<file path="config.mk">
export PLATFORM = sky130hd
export DESIGN_NAME = mem_arbiter
export DESIGN_NICKNAME = d
export VERILOG_FILES = /design/src/rtl/mem_arbiter.sv
export SDC_FILE = /design/constraint.sdc
export NUM_CORES = 1
export LEC_CHECK = 0
export CAP_MARGIN = 30
export CELL_PAD_IN_SITES_DETAIL_PLACEMENT = 0
export CELL_PAD_IN_SITES_GLOBAL_PLACEMENT = 1
export CORE_ASPECT_RATIO = 1.2
export CORE_MARGIN = 2
export CORE_UTILIZATION = 35
export CTS_CLUSTER_SIZE = 16
export DETAILED_ROUTE_END_ITERATION = 10
export PLACE_DENSITY_LB_ADDON = 0.12
export SYNTH_ARGS = -nofsm -noshare
export SYNTH_HDL_FRONTEND = slang
export SYNTH_SLANG_ARGS = --single-unit
</file>
<file path="constraint.sdc">
create_clock -name clk -period 6.2 [get_ports clk]
set_input_delay 0.93 -clock clk [delete_from_list [all_inputs] [get_ports clk]]
set_output_delay 0.93 -clock clk [all_outputs]
set_load 0.01 [all_outputs]
</file>
<file path="src/rtl/mem_arbiter.sv">
// Two-requester arbiter sharing one memory port between fetch and execute.
// Define MEM_ARB_RR_EN for round-robin tie breaking; default is data-first priority.
module mem_arbiter (
   input  logic        clk,
   input  logic        rst,
   input  logic        imem_valid,
   input  logic [31:0] imem_addr,
   input  logic        imem_flush,
   output logic        imem_ready,
   output logic [31:0] imem_rdata,
   input  logic        dmem_valid,
   input  logic [31:0] dmem_addr,
   input  logic [31:0] dmem_wdata,
   input  logic [3:0]  dmem_wstrb,
   output logic        dmem_ready,
   output logic [31:0] dmem_rdata,
   output logic        mem_valid,
   output logic        mem_instr,
   output logic [31:0] mem_addr,
   output logic [31:0] mem_wdata,
   output logic [3:0]  mem_wstrb,
   input  logic        mem_ready,
   input  logic [31:0] mem_rdata,
   output logic        arb_err
);

   localparam int unsigned AW = 32;
   localparam int unsigned DW = 32;
   localparam int unsigned SW = 4;

   typedef enum logic [1:0] {IDLE = 2'd0, BUSY_I = 2'd1, BUSY_D = 2'd2} state_t;

   state_t        state;
   logic          ipend, dpend, drop;
   logic [AW-1:0] ipend_addr, dpend_addr;
   logic [DW-1:0] dpend_wdata;
   logic [SW-1:0] dpend_wstrb;
`ifdef MEM_ARB_RR_EN
   logic          last_tie_d;
`endif

   logic          done, i_live, i_viol, d_viol, i_acc, d_acc;
   logic          i_req, d_req, can_grant, pick_d, grant_i, grant_d;
   logic [AW-1:0] i_addr_sel, d_addr_sel;
   logic [DW-1:0] d_wdata_sel;
   logic [SW-1:0] d_wstrb_sel;

   // Request capture, violation detection and grant decision for this cycle.
   always_comb begin
      done        = (state != IDLE) && mem_ready;
      i_live      = (state == BUSY_I) && !drop && !imem_flush;
      i_viol      = imem_valid && ((ipend && !imem_flush) || (i_live && !mem_ready));
      d_viol      = dmem_valid && (dpend || ((state == BUSY_D) && !mem_ready));
      i_acc       = imem_valid && !i_viol;
      d_acc       = dmem_valid && !d_viol;
      i_req       = (ipend && !imem_flush) || i_acc;
      d_req       = dpend || d_acc;
      i_addr_sel  = i_acc ? imem_addr : ipend_addr;
      d_addr_sel  = d_acc ? dmem_addr : dpend_addr;
      d_wdata_sel = d_acc ? dmem_wdata : dpend_wdata;
      d_wstrb_sel = d_acc ? dmem_wstrb : dpend_wstrb;
      can_grant   = (state == IDLE) || done;
`ifdef MEM_ARB_RR_EN
      pick_d      = d_req && !(i_req && last_tie_d);
`else
      pick_d      = d_req;
`endif
      grant_d     = can_grant && pick_d;
      grant_i     = can_grant && i_req && !pick_d;
   end

   // Responses return with zero added latency; a flushed fetch never sees its data.
   assign imem_ready = (state == BUSY_I) && mem_ready && !drop && !imem_flush;
   assign dmem_ready = (state == BUSY_D) && mem_ready;
   assign imem_rdata = imem_ready ? mem_rdata : '0;
   assign dmem_rdata = dmem_ready ? mem_rdata : '0;

   always_ff @(posedge clk or posedge rst) begin
      if (rst) begin
         state       <= IDLE;
         ipend       <= 1'b0;
         dpend       <= 1'b0;
         drop        <= 1'b0;
         ipend_addr  <= '0;
         dpend_addr  <= '0;
         dpend_wdata <= '0;
         dpend_wstrb <= '0;
         arb_err     <= 1'b0;
         mem_valid   <= 1'b0;
         mem_instr   <= 1'b0;
         mem_addr    <= '0;
         mem_wdata   <= '0;
         mem_wstrb   <= '0;
`ifdef MEM_ARB_RR_EN
         last_tie_d  <= 1'b0;
`endif
      end else begin
         if (i_viol || d_viol) arb_err <= 1'b1;
         if (i_acc) ipend_addr <= imem_addr;
         if (d_acc) begin
            dpend_addr  <= dmem_addr;
            dpend_wdata <= dmem_wdata;
            dpend_wstrb <= dmem_wstrb;
         end
         ipend <= i_req && !grant_i;
         dpend <= d_req && !grant_d;

         if (done)                                drop <= 1'b0;
         else if ((state == BUSY_I) && imem_flush) drop <= 1'b1;

`ifdef MEM_ARB_RR_EN
         // Only contested grants move the fairness pointer.
         if (can_grant && i_req && d_req) last_tie_d <= pick_d;
`endif

         if (grant_d) begin
            state     <= BUSY_D;
            mem_valid <= 1'b1;
            mem_instr <= 1'b0;
            mem_addr  <= d_addr_sel;
            mem_wdata <= d_wdata_sel;
            mem_wstrb <= d_wstrb_sel;
         end else if (grant_i) begin
            state     <= BUSY_I;
            mem_valid <= 1'b1;
            mem_instr <= 1'b1;
            mem_addr  <= i_addr_sel;
            mem_wdata <= '0;
            mem_wstrb <= '0;
         end else if (done) begin
            state     <= IDLE;
            mem_valid <= 1'b0;
            mem_instr <= 1'b0;
         end
      end
   end

endmodule

</file>
==> results.json <==
{
  "finalClockSkew_ns": 0.01929,
  "drc": 0,
  "placed_cells": 1105,
  "seq_power_share_pct": 41.5,
  "clk_path_buf_depth": 2,
  "rsz0062_at_grt": "no",
  "period_share_pct": 67.98,
  "htreeDepth": 4,
  "io_pins": 275,
  "die_w_um": 140.5,
  "area_growth_pct": 46.11,
  "fin_ws_ns": 1.985,
  "intPower_mw": 2.578,
  "netlist_area_mm2": 0.007826,
  "final_cells": 1140,
  "grt_max_degree": 71,
  "clkPwrFrac_pct": 29.8,
  "worstSetupPathType": "input pin to primary output",
  "crit_top_cell": "clkdlybuf4s50_1",
  "drive_gt1_share_pct": 17.36,
  "synthTopCellsByArea": "dfrtp_1 (56%), mux2_2 (14%), a22o_1 (7.6%)",
  "design_power_total_mw": 3.692,
  "grt_pass1_wl_um": 34960,
  "crit_required_ns": 5.27,
  "drt_iter0_markers": 257,
  "ys_seq_elements": 175,
  "pre_cts_slack_ns": 2.010,
  "p_per_area_mw_per_mm2": 322.9,
  "seq_area_mm2": 0.004379,
  "power_leakage_nw": 4.771,
  "setup.worst_path.start_class": "input pin",
  "layout.nets": 989,
  "n_fill_cell": 1894,
  "setup_viol": 0,
  "cts_root_buf": "clkbuf_16",
  "netlist.area_leader.share_pct": 55.96,
  "antenna_found_initial": 2,
  "grt_usage_pct": 18.69,
  "hold_class": "flip-flop to flip-flop",
  "tightest_slew_ns": 0.9168,
  "firstDrtPassIters": 4,
  "cts_buffers": 17,
  "gp_congestion": 0.7905,
  "multiInputGateArea_mm2": 0.003197,
  "finalCriticalPeriod_ns": 4.215,
  "final_cell_mix": "clkdlybuf4s50_1 (274), dfrtp_1 (175), mux2_2 (98)",
  "hold_viol": 0,
  "synth_cells": 601,
  "finalMaxSlewViolations": 0,
  "yosysUniqueCellTypes": 32,
  "postLayoutCoreUtil_pct": 52.33,
  "postCtsHoldBufs": 0,
  "clk_latency_ns": 0.43,
  "vias": 5963,
  "critPathMaxFanout": 33,
  "coreArea_mm2": 0.02185,
  "die_area_mm2": 0.02358,
  "final_common_cell": "clkdlybuf4s50_1",
  "p_comb_share_pct": 28.7,
  "ys_seq_area_share_pct": 55.96,
  "peakVddDrop_mv": 0.1925,
  "io_buffers": 274,
  "routed_via_density": 5.231,
  "clock.fmax_mhz": 237.3,
  "dp_hpwl_um": 15200,
  "path_cells": "clkdlybuf4s50_1 > and4_1 > and2_1 > clkdlybuf4s50_1",
  "avgSynthCellArea_um2": 13.02,
  "post_cts_resized": 0,
  "ant_nets": 0,
  "core.rowCount": 59,
  "routed_wl_um": 22240,
  "max_slew_margin_pct": 38.88,
  "cts.sinks": 175,
  "start_util_pct": 35.82,
  "wl_per_cell_um": 19.51,
  "grt_pass1_vias": 6248,
  "critPathSlowestCell": "and4_1",
  "grt-ovfl-total": 0,
  "critical_path.max_stage_delay_ns": 0.81,
  "fin_tns_setup_ns": 0,
  "die_h_um": 167.8,
  "synth_fp_nets": 739,
  "switching_share_pct": 30.16,
  "status": "completed",
  "critical_path.endpoint_type": "primary output",
  "yosys.area.top_type": "dfrtp_1",
  "crit_arrival_ns": 3.28,
  "switchingPower_mw": 1.114,
  "cts_tree": "yes",
  "clk_pin_slew_ns": 0.07,
  "cts_setup_buffers": 0,
  "maxCapViolCount": 0,
  "ys_warn_count": 0
}
-- logic make-up (layout without fill, tap and decap cells) --
| group | count (synthesis) | in the layout | share of synthesized area (%) |
|---|---|---|---|
| DFF | 175 | 175 | 55.96 |
| muxes | 100 | 100 | 14.39 |
| AOI/OAI and AO/OA | 146 | 146 | 16.02 |
| buffers and inverters | 60 | 323 | 3.629 |
| other | 0 | 2 | 0 |
| and+or+nand+nor | 120 | 120 | 10.01 |
-- final timing paths --
| check | slack [ns] | cells after the start | endpoint | from |
|---|---|---|---|---|
| max | 1.99 | 4 | imem_rdata[11] | mem_ready |
| min | 0.49 | 1 | arb_err$_DFFE_PP0P_ | arb_err$_DFFE_PP0P_ |
| max reg2reg | 3.23 | 6 | mem_wdata[25]$_DFFE_PP0P_ | state[0]$_DFFE_PP0P_ |
| min reg2reg | 0.49 | 1 | arb_err$_DFFE_PP0P_ | arb_err$_DFFE_PP0P_ |
| max in group asynchronous | 4.10 | 3 | ipend_addr[22]$_DFF_PP0_ | rst |
| min in group asynchronous | 0.85 | 2 | mem_addr[2]$_DFFE_PP0P_ | rst |
-- registers in the layout, indices dropped and copies added (netlist names) --
signal	flops
arb_err	1
dpend	1
dpend_addr	32
dpend_wdata	32
dpend_wstrb	4
drop	1
ipend	1
ipend_addr	32
mem_addr	32
mem_valid	1
mem_wdata	32
mem_wstrb	4
state	2
-- layer usage --
metal  global-route usage (%)  share of wire, %
met3                    3.896               5.1
met4                    7.087               2.1
met2                    31.20                51
met1                    24.03                42
met5                        0                 0
-- layout make-up --
| cell class | count | area share [%] |
|---|---|---|
| inverters | 5 | 0.2079 |
| multi-input cells | 366 | 27.96 |
| clock buffers | 17 | 3.720 |
| well taps | 274 | 2.998 |
| flip-flops and latches | 175 | 38.30 |
| diodes | 2 | 0.04377 |
| clock inverters | 15 | 1.718 |
| repair buffers | 286 | 25.06 |
-- synthesized netlist by cell type (all sizes together) --
cell	number
clkbuf	31
o21a	33
mux2	100
and4	1
buf	24
o21ai	4
nor2b	2
nand3	1
and3	33
nor4b	1
or3b	1
nand3b	1
nand2	5
inv	5
o21bai	1
nor2	9
dfrtp	175
o22a	1
a21o	1
nand2b	1
and2	33
a21oi	1
a22o	68
a221o	32
o2bb2ai	1
nor3b	32
o22ai	2
a31oi	2
-- power by group through the flow --
stage                     Sequential, mW  Combinational, mW  Clock (mW)
after detailed placement            1.55               1.06           0
final                               1.53               1.06        1.10
after CTS                           1.53               1.07        1.13
after floorplan                     1.59              0.494           0
after global placement              1.54               1.04           0
after global routing                1.56               1.14        1.18
-- critical path: cells and delay by family --
kind                   cells  cell delay [ns]
AND/OR/NAND/NOR            2             1.05
buffers and inverters      2             1.29
-- stage by stage --
step	cell area (µm²)	hold WS, ns
floorplan	7826	0.4619
global placement	10760	0.4706
detailed placement	10790	0.4635
CTS	11410	0.4967
global route	11430	0.5066
finish	11430	0.4936
Note: power is estimated with default switching activity, not from simulation.
